**config.mk**
```make
export PLATFORM = sky130hd
export DESIGN_NAME = bw_tsr_mon_flat
export DESIGN_NICKNAME = d
export VERILOG_FILES = /design/src/rtl/bw_tsr_mon_if.sv /design/src/rtl/bw_tsr_mon.sv /design/src/flat_wrapper.sv
export SDC_FILE = /design/constraint.sdc
export NUM_CORES = 1
export LEC_CHECK = 0
export ABC_CLOCK_PERIOD_IN_PS = 5200
export BUFFER_PORTS_ARGS = -buffer_cell sky130_fd_sc_hd__clkbuf_2
export CORE_MARGIN = 2
export CORE_UTILIZATION = 39
export DETAILED_ROUTE_END_ITERATION = 16
export PLACE_DENSITY = 0.63
export SLEW_MARGIN = 10
export SYNTH_ARGS = -nofsm -noshare
export SYNTH_HDL_FRONTEND = slang
export SYNTH_SLANG_ARGS = --single-unit
```
**constraint.sdc**
```tcl
create_clock -name clk -period 5.2 [get_ports clk]
set_input_delay 1.3 -clock clk [delete_from_list [all_inputs] [get_ports clk]]
set_output_delay 1.3 -clock clk [all_outputs]
set_load 0.005 [all_outputs]
```
**src/rtl/bw_tsr_mon_if.sv**
```systemverilog
// Signal bundle between the thermal-sensor back end and its configuration/consumer side.
// The master drives the sensor code and settings; the slave (the monitor) returns results.
interface bw_tsr_mon_if #(
    parameter int unsigned DW    = 8,
    parameter int unsigned PER_W = 10
);
    logic             mon_en;
    logic [DW-1:0]    tsr_dout;
    logic [PER_W-1:0] sample_period;
    logic [DW-1:0]    hot_code;
    logic [DW-1:0]    cool_code;
    logic             clr_min;
    logic [DW-1:0]    temp_avg;
    logic             temp_vld;
    logic [DW-1:0]    temp_min;
    logic             hot_alarm;
    logic             glitch_err;

    modport master (
        output mon_en, tsr_dout, sample_period, hot_code, cool_code, clr_min,
        input  temp_avg, temp_vld, temp_min, hot_alarm, glitch_err
    );

    modport slave (
        input  mon_en, tsr_dout, sample_period, hot_code, cool_code, clr_min,
        output temp_avg, temp_vld, temp_min, hot_alarm, glitch_err
    );
endinterface

```
**src/rtl/bw_tsr_mon.sv**
```systemverilog
// Thermal sensor back end: synchronises the raw code, captures stable samples periodically,
// averages them, tracks the hottest (minimum) average and drives a hysteretic hot alarm.
module bw_tsr_mon #(
    parameter int unsigned DW       = 8,
    parameter int unsigned AVG_LOG2 = 2,
    parameter int unsigned PER_W    = 10
) (
    input logic         clk,
    input logic         reset,
    bw_tsr_mon_if.slave mon
);
    localparam int unsigned ACC_W = DW + AVG_LOG2;

    typedef enum logic [1:0] {StIdle, StWait, StCapt} state_e;

    state_e              state_q, state_d;
    logic [DW-1:0]       s1_q, s2_q, s3_q;
    logic [PER_W-1:0]    per_q, per_d, per_load;
    logic [1:0]          retry_q, retry_d;
    logic [ACC_W-1:0]    acc_q, acc_sum;
    logic [AVG_LOG2-1:0] cnt_q;
    logic                accept, glitch_set;
    logic [DW-1:0]       avg_q, min_q;
    logic                vld_q, hot_q, gerr_q;

    // Periods of 0 and 1 behave as 2, so the counter always loads at least 1.
    always_comb begin
        per_load = (mon.sample_period < PER_W'(2)) ? PER_W'(1)
                                                   : mon.sample_period - PER_W'(1);
        acc_sum  = acc_q + ACC_W'(s2_q);
    end

    always_ff @(posedge clk) begin
        if (reset) begin
            s1_q <= '1;
            s2_q <= '1;
            s3_q <= '1;
        end else begin
            s1_q <= mon.tsr_dout;
            s2_q <= s1_q;
            s3_q <= s2_q;
        end
    end

    always_ff @(posedge clk) begin
        if (reset) begin
            state_q <= StIdle;
            per_q   <= '0;
            retry_q <= '0;
        end else begin
            state_q <= state_d;
            per_q   <= per_d;
            retry_q <= retry_d;
        end
    end

    always_comb begin
        state_d    = state_q;
        per_d      = per_q;
        retry_d    = retry_q;
        accept     = 1'b0;
        glitch_set = 1'b0;
        if (!mon.mon_en) begin
            state_d = StIdle;
        end else begin
            unique case (state_q)
                StIdle: begin
                    state_d = StWait;
                    per_d   = per_load;
                end
                StWait: begin
                    if (per_q == '0) begin
                        state_d = StCapt;
                        retry_d = '0;
                    end else begin
                        per_d = per_q - PER_W'(1);
                    end
                end
                StCapt: begin
                    if (s2_q == s3_q) begin
                        accept  = 1'b1;
                        state_d = StWait;
                        per_d   = per_load;
                    end else if (retry_q == 2'd2) begin
                        glitch_set = 1'b1;
                        state_d    = StWait;
                        per_d      = per_load;
                    end else begin
                        retry_d = retry_q + 2'd1;
                    end
                end
                default: state_d = StIdle;
            endcase
        end
    end

    always_ff @(posedge clk) begin
        if (reset) begin
            acc_q  <= '0;
            cnt_q  <= '0;
            avg_q  <= '1;
            vld_q  <= 1'b0;
            min_q  <= '1;
            hot_q  <= 1'b0;
            gerr_q <= 1'b0;
        end else begin
            vld_q <= 1'b0;
            if (!mon.mon_en) begin
                acc_q <= '0;
                cnt_q <= '0;
            end else if (accept) begin
                if (cnt_q == '1) begin
                    avg_q <= acc_sum[ACC_W-1:AVG_LOG2];
                    vld_q <= 1'b1;
                    acc_q <= '0;
                    cnt_q <= '0;
                end else begin
                    acc_q <= acc_sum;
                    cnt_q <= cnt_q + AVG_LOG2'(1);
                end
            end
            if (glitch_set) begin
                gerr_q <= 1'b1;
            end
            // Peak-hold and alarm act in the cycle temp_vld is high, on the fresh average.
            if (vld_q) begin
                if (mon.clr_min || (avg_q < min_q)) begin
                    min_q <= avg_q;
                end
                // With hot_code >= cool_code this reduces to avg <= hot_code.
                if (avg_q <= mon.hot_code) begin
                    hot_q <= 1'b1;
                end else if (avg_q >= mon.cool_code) begin
                    hot_q <= 1'b0;
                end
            end else if (mon.clr_min) begin
                min_q <= '1;
            end
        end
    end

    assign mon.temp_avg   = avg_q;
    assign mon.temp_vld   = vld_q;
    assign mon.temp_min   = min_q;
    assign mon.hot_alarm  = hot_q;
    assign mon.glitch_err = gerr_q;
endmodule
```
**src/flat_wrapper.sv**
```systemverilog
// flat-port wrapper written by rule: the top's interface ports become plain ports
module bw_tsr_mon_flat 
#(
    parameter int unsigned DW       = 8,
    parameter int unsigned AVG_LOG2 = 2,
    parameter int unsigned PER_W    = 10
)
  (clk, reset, mon_mon_en, mon_tsr_dout, mon_sample_period, mon_hot_code, mon_cool_code, mon_clr_min, mon_temp_avg, mon_temp_vld, mon_temp_min, mon_hot_alarm, mon_glitch_err);
  bw_tsr_mon_if #(.DW(DW), .PER_W(PER_W)) mon_i ();
  input logic clk;
  input logic reset;
  input wire logic [$bits(mon_i.mon_en)-1:0] mon_mon_en;
  input wire logic [$bits(mon_i.tsr_dout)-1:0] mon_tsr_dout;
  input wire logic [$bits(mon_i.sample_period)-1:0] mon_sample_period;
  input wire logic [$bits(mon_i.hot_code)-1:0] mon_hot_code;
  input wire logic [$bits(mon_i.cool_code)-1:0] mon_cool_code;
  input wire logic [$bits(mon_i.clr_min)-1:0] mon_clr_min;
  output wire logic [$bits(mon_i.temp_avg)-1:0] mon_temp_avg;
  output wire logic [$bits(mon_i.temp_vld)-1:0] mon_temp_vld;
  output wire logic [$bits(mon_i.temp_min)-1:0] mon_temp_min;
  output wire logic [$bits(mon_i.hot_alarm)-1:0] mon_hot_alarm;
  output wire logic [$bits(mon_i.glitch_err)-1:0] mon_glitch_err;
  assign mon_i.mon_en = mon_mon_en;
  assign mon_i.tsr_dout = mon_tsr_dout;
  assign mon_i.sample_period = mon_sample_period;
  assign mon_i.hot_code = mon_hot_code;
  assign mon_i.cool_code = mon_cool_code;
  assign mon_i.clr_min = mon_clr_min;
  assign mon_temp_avg = mon_i.temp_avg;
  assign mon_temp_vld = mon_i.temp_vld;
  assign mon_temp_min = mon_i.temp_min;
  assign mon_hot_alarm = mon_i.hot_alarm;
  assign mon_glitch_err = mon_i.glitch_err;
  bw_tsr_mon #(.DW(DW), .AVG_LOG2(AVG_LOG2), .PER_W(PER_W)) u_core (.clk(clk), .reset(reset), .mon(mon_i));
endmodule
```
==> summary.md <==
| Metric | Value |
|---|---|
| Avg Cell Area, Syn | 8.697 um^2 |
| Worst-path cell chain | clkbuf_2 > nand4_1 > or2_1 > a21oi_1 > o21ai_1 |
| Top Family by Delay on Critical Path | simple AND/OR/NAND/NOR gates |
| 1st-pass router iterations | 4 |
| Post-synthesis adder-cell area fraction | 11.99% |
| Row Count | 36 |
| YS warnings | 0 |
| Pint | 793.9 uW |
| Largest area contributor in the synthesized netlist | dfxtp_1 |
| Comb pwr share | 13.0% |
| Wirelength per Cell | 12.67 um |
| Htree depth | 3 |
| Worst-Margin Slew | 896.6 ps |
| Setup crit start kind | primary input |
| Post-synthesis mux area share | 4.625% |
| Crit Path Max Fanout | 23 |
| Flop2flop setup slack | 2430 ps |
| Gr usage total | 15.31% |
| Sequential power share | 49.6% |
| Worst hold slack | 412.3 ps |
| Via count | 3186 |
| Slew Viols, Final | 0 |
| Top-Level Pins | 57 |
| Simple-Gate Fraction of Synth Area | 22.30% |
| Fin crit period | 2955 ps |
| Unrepaired setup endpoints after global routing | no |
| Clk_lat worst skew | 350 ps |
| IO Port Bufs | 56 |
| Final nets | 575 |
| Post-synth top cells | dfxtp_1 (69), nor2_1 (47), ha_1 (36), inv_1 (36), a21oi_1 (28) |
| Vias in the first global route | 2997 |
| TritonCTS buffer count | 9 |
| Yosys cell types | 57 |
| Number of antenna violations at the first check in global routing | 0 |
| Die Ht | 104.3 um |
| Maximum number of pins on one net before global-route repair | 56 |
| Root Driver | clkbuf_8 |
| Yosys top cell area share | 35.22% |
| Clk_skew | 7.611 ps |
| Post-Synth XOR/XNOR Area | 5.359% |
| Sw Ratio | 29.41% |
| Die W | 104.3 um |
| Hold Buf Count CTS | 0 |
| Final Hold Vio Count | 0 |
| Synth top area cells | dfxtp_1 (35%), ha_1 (11%), nor2_1 (4.5%), mux2i_1 (4.3%), or2_2 (3.8%) |
| CP max stage delay | 710 ps |
| Crit path DAT | 3180 ps |
| Cell with the most instances after synthesis | dfxtp_1 |
| First-pass GRT wire length | 13800 um |
| Diodes inserted | 0 |
| Outcome | finished, final reports clean |
| Max frequency | 0.3384 GHz |
| WP data required | 5420 ps |
| Setup Viol. Count Final | 0 |
| VDD IR max | 0.1613 mV |
| CTS Buffer Depth | 2 |
| Initial Utilization | 40.13% |
| FFs w/ async S/R, synth | 0% |
| Slew headroom | 40.05% |
| CTS tree | yes |
| Compound-Gate Fraction of Synth Area | 14.74% |
| Post_cts resized | 0 |
| Setup crit end kind | flop |
| Core Area | 9774 um^2 |
| FF+latch count, synth | 69 |
| CP Class | in2reg |
| Fin area | 4472 um^2 |
| Top_reg_cell synth | dfxtp_1 |
| Register area share after synthesis | 35.22% |
| # Post-CTS Setup Buffers | 0 |
| Synthesized area | 3923 um^2 |
| PwrDens | 251.5 nW/um^2 |
| Largest family of logic cells by synthesized area | simple AND/OR/NAND/NOR gates |
| Sink Count | 69 |
| Setup TNS | 0 ps |
| Max-cap check violation count | 0 |
| Critical Path Slowest Stage Cell | nand4_1 |
| Post-placement cell area | 4285 um^2 |
| Ratio of cells with drive above 1 in the final layout | 21.19% |
| Worst-path clk slew | 80 ps |
| Final HPWL DP | 5966 um |
| Clk pwr share | 37.4% |
| DRC Markers | 0 |
| Post-route clock period utilization | 56.83% |
| GR Overflow Total | 0 |
| Post-DR vias/cell | 4.994 |
| Net Count, Synth | 526 |
| Final GP Congestion | 0.8201 |
| Psw | 330.7 uW |
| Syn Inst Count | 451 |
| Syn-to-layout area delta | 14.00% |
| Initial drt markers | 161 |
| DIE AREA | 10880 um^2 |
| Post-synth EDFFs | 0 |
| Drt total wl | 8082 um |
| Leakage Power | 0.001988 uW |
| Hold crit path type | reg2reg |
| ANT nets after route | 0 |
| Crit path buf inv count | 1 |
## final timing paths
kind	from	depth (start not counted)	to
hold reg to reg	u_core.s1_q[7]	1	u_core.s2_q[7]
setup / recovery	mon_mon_en	5	u_core.mon.temp_avg[5]
setup reg to reg	u_core.s2_q[4]	6	u_core.mon.temp_avg[5]
hold / removal	u_core.s1_q[7]	1	u_core.s2_q[7]
## flip-flops by register name, summed over array words and instances, names as in the netlist, 8 cells and up
| name | cells |
|---|---|
| u_core.s3_q | 8 |
| u_core.s2_q | 8 |
| u_core.acc_q | 10 |
| u_core.mon.temp_avg | 8 |
| u_core.mon.temp_min | 8 |
| u_core.per_q | 10 |
| u_core.s1_q | 8 |
## layout make-up
class / instances / area, um^2
inverters: 36 / 135.1
clock buffers: 9 / 123.9
flip-flops and latches: 69 / 1381
clock inverters: 7 / 62.56
fillers: 986 / 5303
repair buffers: 57 / 287.8
multi-input cells: 327 / 2315
well taps: 133 / 166.4
## worst register-to-register path, delay by kind of cell, from the launching register on
kind	cells	cell delay, ps
compound gates	2	310
xor+xnor	1	170
flops	1	350
simple gates	3	1820
## kinds of logic (layout without fill, tap and decap cells)
kind of cell,count (synthesis),in the layout
flops,69,69
compound gates,88,88
simple gates,160,160
mux,18,18
fa+ha+maj,37,37
buf+inv,55,109
xor+xnor,24,24
## power by group through the flow
stage	Combinational, uW	Clock (uW)	Sequential [uW]
final	147	421	557
after global placement	144	0	569
after floorplan	111	0	565
after global routing	167	458	560
after detailed placement	146	0	569
after CTS	147	433	557
## stage by stage
stage	setup WS, ps	power (uW)	std cells	utilization (%)
6_report	2245	1125	638	45.75
5_1_grt	2053	1186	638	45.75
4_1_cts	2307	1138	638	45.75
3_5_place_dp	1929	715.2	622	43.84
3_3_place_gp	2005	712.4	622	43.84
2_1_floorplan	2747	675.7	451	-
## metal layers
metal / part of all wire, % / up-vias / track usage (%) / wire [um]
li1: - / 1665 / - / -
met1: 50 / 1434 / 20.56 / 4038
met2: 44 / 79 / 23.86 / 3579
met3: 4.4 / 8 / 4.073 / 352
met4: 1.4 / 0 / 4.923 / 111
met5: 0 / - / 0 / 0
## cells in the final DEF, fill, tap and decap left out, drive strengths merged, types with 4 or more instances in the layout
| cell type | synthesis | routed |
|---|---|---|
| nand2 | 25 | 25 |
| nand2b | 8 | 8 |
| mux2i | 17 | 17 |
| xnor2 | 10 | 10 |
| a21oi | 28 | 28 |
| nand3 | 4 | 4 |
| o21ai | 15 | 15 |
| nor3b | 11 | 11 |
| or2 | 25 | 25 |
| inv | 36 | 41 |
| nor2 | 47 | 47 |
| dfxtp | 69 | 69 |
| clkbuf | 14 | 65 |
| xor2 | 14 | 14 |
| nor2b | 5 | 5 |
| nor3 | 10 | 10 |
| o211ai | 6 | 6 |
| o22ai | 8 | 8 |
| a21o | 8 | 8 |
| ha | 36 | 36 |
| nor4 | 7 | 7 |
| nand4 | 6 | 6 |
No activity file was read; power rests on OpenSTA's default activity.
